`src/rtl/game_frame_tx.sv`:
```
// Host readout link transmitter: snapshots game state at launch and sends it
// word by word over a tagged four-phase valid/ack handshake.
module game_frame_tx #(
  parameter int TIMEOUT = 255
) (
  input  logic       clk,
  input  logic       rst_n,
  input  logic       start_new_game,
  input  logic       result_valid,
  input  logic       hit,
  input  logic [4:0] target_x,
  input  logic [4:0] target_y,
  input  logic [4:0] x_pos,
  input  logic [2:0] aim_pos,
  input  logic [4:0] tc_pos,
  input  logic       host_ack,
  output logic [4:0] tx_data,
  output logic [2:0] tx_tag,
  output logic       tx_valid,
  output logic       game_go,
  output logic       busy,
  output logic       timeout_err
);
  typedef enum logic [1:0] {IDLE, PRESENT, RELEASE, DONE} state_t;

  localparam logic [7:0] CNT_LAST = 8'(TIMEOUT - 1);

  state_t          state;
  logic            ack_q, ack_s;
  logic            pend_start, pend_result, is_round;
  logic [3:0][4:0] words;
  logic [1:0]      idx, idx_nx;
  logic [7:0]      cnt;
  logic            req_s, req_r, launch_s, launch_r, last_word, tmo;
  logic [2:0]      tag_nx;
  logic [4:0]      status;

  always_comb begin
    req_s     = pend_start | start_new_game;
    req_r     = pend_result | result_valid;
    launch_s  = (state == IDLE) && req_s;
    launch_r  = (state == IDLE) && !req_s && req_r;
    last_word = idx == (is_round ? 2'd2 : 2'd1);
    idx_nx    = idx + 2'd1;
    tag_nx    = {1'b0, idx_nx} + (is_round ? 3'd1 : 3'd4);
    status    = {aim_pos, 1'b0, hit};
    tmo       = cnt == CNT_LAST;
  end

  always_ff @(posedge clk) begin
    if (!rst_n) begin
      state       <= IDLE;
      ack_q       <= 1'b0;
      ack_s       <= 1'b0;
      pend_start  <= 1'b0;
      pend_result <= 1'b0;
      is_round    <= 1'b0;
      words       <= '0;
      idx         <= '0;
      cnt         <= '0;
      tx_data     <= '0;
      tx_tag      <= '0;
      tx_valid    <= 1'b0;
      game_go     <= 1'b0;
      busy        <= 1'b0;
      timeout_err <= 1'b0;
    end else begin
      ack_q       <= host_ack;
      ack_s       <= ack_q;
      game_go     <= 1'b0;
      // Requests collapse into one flag each; a flag drops only when its frame launches.
      pend_start  <= req_s & ~launch_s;
      pend_result <= req_r & ~launch_r;
      case (state)
        IDLE: begin
          if (launch_s || launch_r) begin
            state       <= PRESENT;
            is_round    <= launch_s;
            words       <= launch_s ? {5'd0, x_pos, target_y, target_x}
                                    : {5'd0, x_pos, tc_pos, status};
            idx         <= '0;
            cnt         <= '0;
            busy        <= 1'b1;
            timeout_err <= 1'b0;
            tx_valid    <= 1'b1;
            tx_tag      <= launch_s ? 3'd1 : 3'd4;
            tx_data     <= launch_s ? target_x : status;
          end
        end
        PRESENT: begin
          if (ack_s) begin
            state    <= RELEASE;
            tx_valid <= 1'b0;
            cnt      <= '0;
          end else if (tmo) begin
            state       <= IDLE;
            tx_valid    <= 1'b0;
            tx_tag      <= '0;
            tx_data     <= '0;
            busy        <= 1'b0;
            timeout_err <= 1'b1;
          end else begin
            cnt <= cnt + 8'd1;
          end
        end
        RELEASE: begin
          if (!ack_s) begin
            if (last_word) begin
              state   <= DONE;
              game_go <= is_round;
              tx_tag  <= '0;
              tx_data <= '0;
            end else begin
              state    <= PRESENT;
              idx      <= idx_nx;
              cnt      <= '0;
              tx_valid <= 1'b1;
              tx_tag   <= tag_nx;
              tx_data  <= words[idx_nx];
            end
          end else if (tmo) begin
            state       <= IDLE;
            tx_tag      <= '0;
            tx_data     <= '0;
            busy        <= 1'b0;
            timeout_err <= 1'b1;
          end else begin
            cnt <= cnt + 8'd1;
          end
        end
        DONE: begin
          state <= IDLE;
          busy  <= 1'b0;
        end
        default: state <= IDLE;
      endcase
    end
  end
endmodule

```
`config.mk`:
```
export PLATFORM = sky130hd
export DESIGN_NAME = game_frame_tx
export DESIGN_NICKNAME = d
export VERILOG_FILES = /design/src/rtl/game_frame_tx.sv
export SDC_FILE = /design/constraint.sdc
export NUM_CORES = 1
export LEC_CHECK = 0
export ABC_AREA = 0
export CORE_MARGIN = 10
export CORE_UTILIZATION = 35
export DETAILED_ROUTE_END_ITERATION = 7
export PLACE_DENSITY = 0.58
export SYNTH_ARGS = -nofsm -noshare
export SYNTH_HDL_FRONTEND = slang
export SYNTH_SLANG_ARGS = --single-unit
export TNS_END_PERCENT = 100
```
`constraint.sdc`:
```
create_clock -name clk -period 2.7 [get_ports clk]
set_clock_uncertainty 0.1 [all_clocks]
set_input_delay 0.54 -clock clk [delete_from_list [all_inputs] [get_ports clk]]
set_output_delay 0.54 -clock clk [all_outputs]
set_load 0.02 [all_outputs]
```
# ---- Word-level counts from Yosys, hierarchy flattened
# Cells that the tools add are included.
# Widths: inputs -> output; s select.
dict set report classes {
  order_cmp 1
  n_bitwise 9
  n_reduce_logical 16
  muxes 50
  n_eq_ne 12
  n_addsub 3
}
# operator count
set ops {}
lappend ops {{$mux 8} 5}
lappend ops {{$mux 5} 7}
lappend ops {{$pmux 8 s3} 1}
lappend ops {{$mux 3} 7}
lappend ops {{$mux 2} 9}
lappend ops {{$pmux 5 s3} 1}
lappend ops {{$mux 1} 12}
lappend ops {{$bmux 5 s2} 1}
lappend ops {{$mux 10} 1}
lappend ops {{$pmux 3 s3} 1}
lappend ops {{$reduce_and 3->1} 3}
lappend ops {{$add 8x1->8 const B} 1}
lappend ops {{$eq 8x8->1 const B} 1}
lappend ops {{$ne 2x2->1 const B} 4}
lappend ops {{$pmux 2 s4} 1}
lappend ops {{$reduce_and 4->1} 2}
lappend ops {{$ne 3x3->1 const B} 2}
lappend ops {{$pmux 1 s3} 2}
lappend ops {{$not 1->1} 5}
lappend ops {{$reduce_and 5->1} 1}
lappend ops {{$eq 2x2->1 const B} 2}
lappend ops {{$pmux 1 s4} 1}
lappend ops {{$pmux 2 s2} 1}
lappend ops {{$reduce_or 4->1} 1}
lappend ops {{15 further kinds} 19}
dict set report word_totals {
  reg_bits 49
  in_bits 29
}

# ---- Depth between registers and ports, before layout
dict set report depth {
  depth_word 7
  depth_mapped 8
  mapped_depth_nobuf 7
}

# ---- Worst setup path after synthesis
# No wires, ideal clock.
dict set report synth_timing {
  path_type {reg-to-reg}
  startpoint {register idx[0]}
  endpoint {register cnt[3]}
  setup_ns 0.119
  stages_incl_launch_ff 8
  period_less_slack_ns 2.046
  arrival_time_ns 1.827
  path_slack_ns 0.654
  required_ns 2.481
  cell_sequence {dfxtp_1 -> inv_1 -> ha_1 -> or3b_4 -> o221ai_2 -> buf_6 -> a21oi_1 -> o221a_2}
}
dict set report synth_via {
  elab_chain_cells 3
}
# item line_no
set synth_lines {}
lappend synth_lines {{from (decl)} 32} ;# logic [1:0] idx, idx_nx;
lappend synth_lines {{from (signal assigned)} 115} ;# idx <= idx_nx;
lappend synth_lines {{$eq 2x2->1} 43} ;# last_word = idx == (is_round ? 2'd2 : 2'd1);
lappend synth_lines {{$ne 3x3->1 (no source line)} -}
lappend synth_lines {{$reduce_and 3->1 (no source line)} -}
lappend synth_lines {{to (signal assigned)} 103} ;# cnt <= cnt + 8'd1;
lappend synth_lines {{to (signal assigned)} 128} ;# cnt <= cnt + 8'd1;
lappend synth_lines {{to (decl)} 33} ;# logic [7:0] cnt;
# No other way between the ends.
# A chain may end at the register's enable or synchronous reset.

# ---- Final worst setup path
dict set report layout_timing {
  startpoint {register state[0]}
  endpoint {register tx_data[4]}
}
dict set report layout_via {
  elab_chain_cells 6
  elab_cells_between_ends 14
  classes_between {eq/ne (4); mux (3); reduce/logical (7)}
}
# item line_no
set layout_lines {}
lappend layout_lines {{from (decl)} 28} ;# state_t state;
lappend layout_lines {{from (signal assigned)} 52} ;# state <= IDLE;
lappend layout_lines {{from (signal assigned)} 77} ;# state <= PRESENT;
lappend layout_lines {{from (signal assigned)} 92} ;# state <= RELEASE;
lappend layout_lines {{$logic_not 2->1} {41, 42, 74}}
lappend layout_lines {{$logic_and 1x1->1 (2 in series)} 42} ;# launch_r = (state == IDLE) && !req_s && req_r;
lappend layout_lines {{$logic_or 1x1->1} 76} ;# if (launch_s || launch_r) begin
lappend layout_lines {{$ne 2x1->1 (no source line)} -}
lappend layout_lines {{$reduce_and 3->1 (no source line)} -}
lappend layout_lines {{to (signal assigned)} 87} ;# tx_data <= launch_s ? target_x : status;
lappend layout_lines {{to (signal assigned)} 119} ;# tx_data <= words[idx_nx];
lappend layout_lines {{to (decl)} 17} ;# output logic [4:0] tx_data,
# Several ways; a longest one is shown, not always the timed one. The select of a mux whose other input is x is not followed.

==> impl_summary.txt <==
----------------------------------------------------
[Status]
  Run status ... completed

[Power and ir drop]
  Share of power burned in the clock network ... 32.9%
  Worst VDD drop ... approximately 0.24 mV
  Seq pwr share ... about 45%
  Logic gate share of total power ... 22.0%
  P_sw ... 445.0 uW
  Internal power consumption ... ~1.2 mW
  Pwr Density ... 538.5 nW/um^2
  Lkg Pwr ... between 1 and 1.5 nW
  Proportion of total power due to net switching ... 27.59%

[Synth]
  Post-Syn Area ... about 2400 um^2
  Share of the synthesized area in the top cell type ... 37.27%
  Library cell occupying the most area in the post-synthesis netlist ... dfxtp_1
  Main area contributors after synthesis ... dfxtp_1, a21oi_1, nand2_1, ha_1, nor2_1
  Average cell area after synthesis ... about 8.5 um^2
  Sequential fraction of the synthesis area ... a little under two fifths
  Synthesis-stage register bit count ... between 40 and 50
  Net count of the mapped netlist ... 316
  Number of instances in the synthesized netlist ... 279
  Share of synthesized flip-flops with an asynchronous set or reset ... 0%
  Count of distinct cell types in the synthesized netlist ... 54
  Most frequently used cell type in the post-synthesis netlist ... dfxtp_1
  List of most frequent post-synthesis cells ... dfxtp_1, a21oi_1, nand2_1
  Number of synthesized flops with an enable pin ... 0
  Prevailing post-synth register cell ... dfxtp_1
  Number of warnings reported in the yosys synthesis log ... 0

[STA]
  Number of endpoints with negative hold slack in the final report ... 0
  Slew headroom ... a little under three fifths
  Slew at the pin closest to its max-slew limit ... 0.6483 ns
  Highest achievable clock rate ... 443.8 MHz
  Final period utilization ... 83.46%
  Final setup violation count ... 0
  Time the worst path needs with I/O delays and setup ... roughly 2.3 ns
  Number of max-slew violations in the final report ... 0
  Setup TNS ... 0 ns
  Unrepaired setup endpoints after global routing ... false

[Clock tree]
  CTS tree ... built
  Worst skew pair latency ... 0.29 ns
  H-Tree Depth ... 2
  Maximum buffer depth of the clock tree ... 2
  Hold bufs inserted after CTS ... 0
  Post_cts resized ... 0
  Number of sinks on the clock net ... 44
  Buffer cell driving the clock tree root ... clkbuf_8
  Worst-path clk slew ... 0.08 ns
  Number of buffers created by CTS ... 5
  Number of setup buffers added after CTS ... 0

[Placed design]
  Detail Placement HPWL ... between 4000 and 5000 um
  RePlAce Congestion ... 0.8092
  Input/output buffers ... 40

[Floorplanning]
  Die width ... approximately 100 um
  Full die area ... 10,440 um^2
  Core outline area ... ~6500 um^2
  Initial standard-cell utilization of the core ... 36.59%
  Number of top-level pins ... 41
  Cell row count ... 29
  Die outline height ... 102.2 um

[Route]
  DRT Wirelength ... 6131 um
  DR vias ... 2,170
  Via-per-instance ratio ... 5.425
  Post-route DRC ... 0
  First-pass DRT Iterations ... 4
  Number of routed nets with antenna violations ... 0
  Initial DRC count ... 127
  Post-detailed-route wirelength per cell ... 15.33 um

[Final layout]
  Post-layout util ... 46.38%
  Total Nets Final ... 359
  Ratio of cells with drive above 1 in the final layout ... 11.76%
  Antenna diode count ... 0
  Fill cell count ... about 670
  Synth-to-Final Area Change ... 26.73%

[Setup path]
  Launching element type of the critical path ... flop
  Critical Path AT ... 2.34 ns
  Critical path class ... reg -> reg
  Endpoint required time on the critical path ... 2.79 ns
  Sort of element at the end of the critical path ... flop
  Maximum fanout along the worst path ... 8

[Worst hold path]
  Class of the most critical hold timing path ... reg -> reg

[Global routing]
  Antenna violations before repair ... 0
  Vias in the first global route ... a little over 2,000
  Global-route wire length before repair ... roughly 10,000 um
  Pin count of the biggest net entering global routing ... 21
  Global-route total usage across every layer ... about an eighth
  GRT overflow ... 0

[Run]
  Max_cap viols ... 0

----------------------------------------------------
per-stage QoR:
step	std cells	hold slack (ns)	total power [mW]	setup slack, ns	instance area (um^2)
6_report	400	0.3480	1.613	0.4465	2995
3_3_place_gp	392	0.3150	1.094	0.2343	2874
2_1_floorplan	279	0.3119	0.9542	0.6539	2364
5_1_grt	400	0.3849	1.692	0.2698	2995
4_1_cts	400	0.3588	1.626	0.4422	2995
3_5_place_dp	392	0.3311	1.097	0.2283	2874
final timing paths:
check / cells past startpoint / end / slack, ns / startpoint
max reg2reg: 7 / tx_data[4]$_SDFFE_PN0P_ / 0.45 / state[0]$_SDFFE_PN0N_
min reg2reg: 1 / ack_s$_SDFF_PN0_ / 0.35 / ack_q$_SDFF_PN0_
max: 7 / tx_data[4]$_SDFFE_PN0P_ / 0.45 / state[0]$_SDFFE_PN0N_
min: 1 / ack_s$_SDFF_PN0_ / 0.35 / ack_q$_SDFF_PN0_
layout by cell type, fill, tap and decap left out, drive strengths merged, types with 4 or more instances in the layout:
| cell | Yosys | final |
|---|---|---|
| nor2b | 5 | 5 |
| nor3 | 13 | 13 |
| o21a | 5 | 5 |
| a211o | 6 | 6 |
| nand3 | 6 | 6 |
| nor2 | 18 | 18 |
| mux2i | 4 | 4 |
| o22ai | 4 | 4 |
| buf | 10 | 13 |
| mux2 | 5 | 5 |
| dfxtp | 44 | 44 |
| clkdlybuf4s50 | 0 | 40 |
| nand2 | 28 | 28 |
| nor3b | 4 | 4 |
| o221ai | 8 | 8 |
| o221a | 6 | 6 |
| a211oi | 5 | 5 |
| inv | 9 | 9 |
| clkbuf | 7 | 6 |
| o21ai | 7 | 7 |
| and3 | 4 | 4 |
| a31oi | 4 | 4 |
| a21oi | 28 | 28 |
| ha | 8 | 8 |
registers in the layout (all words and copies together) (netlist names), 2 cells and up:
signal / cells
cnt: 8
tx_tag: 3
tx_data: 5
state: 2
idx: 2
words: 15
logic make-up (layout without fill, tap and decap cells):
| group | Yosys count | in the layout | synth area share (%) |
|---|---|---|---|
| adder cells (fa/ha/maj) | 8 | 8 | 4.235 |
| AO/OA/AOI/OAI | 92 | 92 | 27.47 |
| buffers and inverters | 27 | 71 | 5.135 |
| XOR/XNOR | 2 | 2 | 1.059 |
| flip-flops | 44 | 44 | 37.27 |
| AND/OR/NAND/NOR | 97 | 97 | 20.75 |
| multiplexers | 9 | 9 | 4.076 |
power groups by stage:
| stage | Clock [mW] | Sequential (mW) | Combinational [mW] |
|---|---|---|---|
| final | 0.530 | 0.727 | 0.356 |
| after global routing | 0.563 | 0.733 | 0.396 |
| after CTS | 0.541 | 0.727 | 0.358 |
| after detailed placement | 0 | 0.741 | 0.355 |
| after global placement | 0 | 0.741 | 0.354 |
| after floorplan | 0 | 0.752 | 0.202 |
cell type report:
class	instances	area, um^2	area share (%)
inverters	10	37.54	1.253
multi-input cells	208	1361	45.45
flip-flops and latches	44	880.8	29.41
clock inverters	2	38.79	1.295
well taps	77	96.34	3.216
clock buffers	6	82.58	2.757
repair buffers	53	498.0	16.62
worst max-delay path, cell delays in order (launching register included):
cell and delay (ns):
dfxtp_1 0.34, inv_1 0.10, ha_1 0.30, buf_4 0.19, o21a_1 0.41, mux2i_1 0.35
nor3_1 0.07, a211o_1 0.27
layer usage:
layer  GRT usage [%]  share of wire, %  vias to the layer above
met4           2.603              0.65                        0
met2           17.28                42                       43
met5               0                 0                        -
met3           3.846               5.9                        4
li1                -                 -                     1119
met1           16.93                52                     1004
No activity file was read; power rests on OpenSTA's default activity.
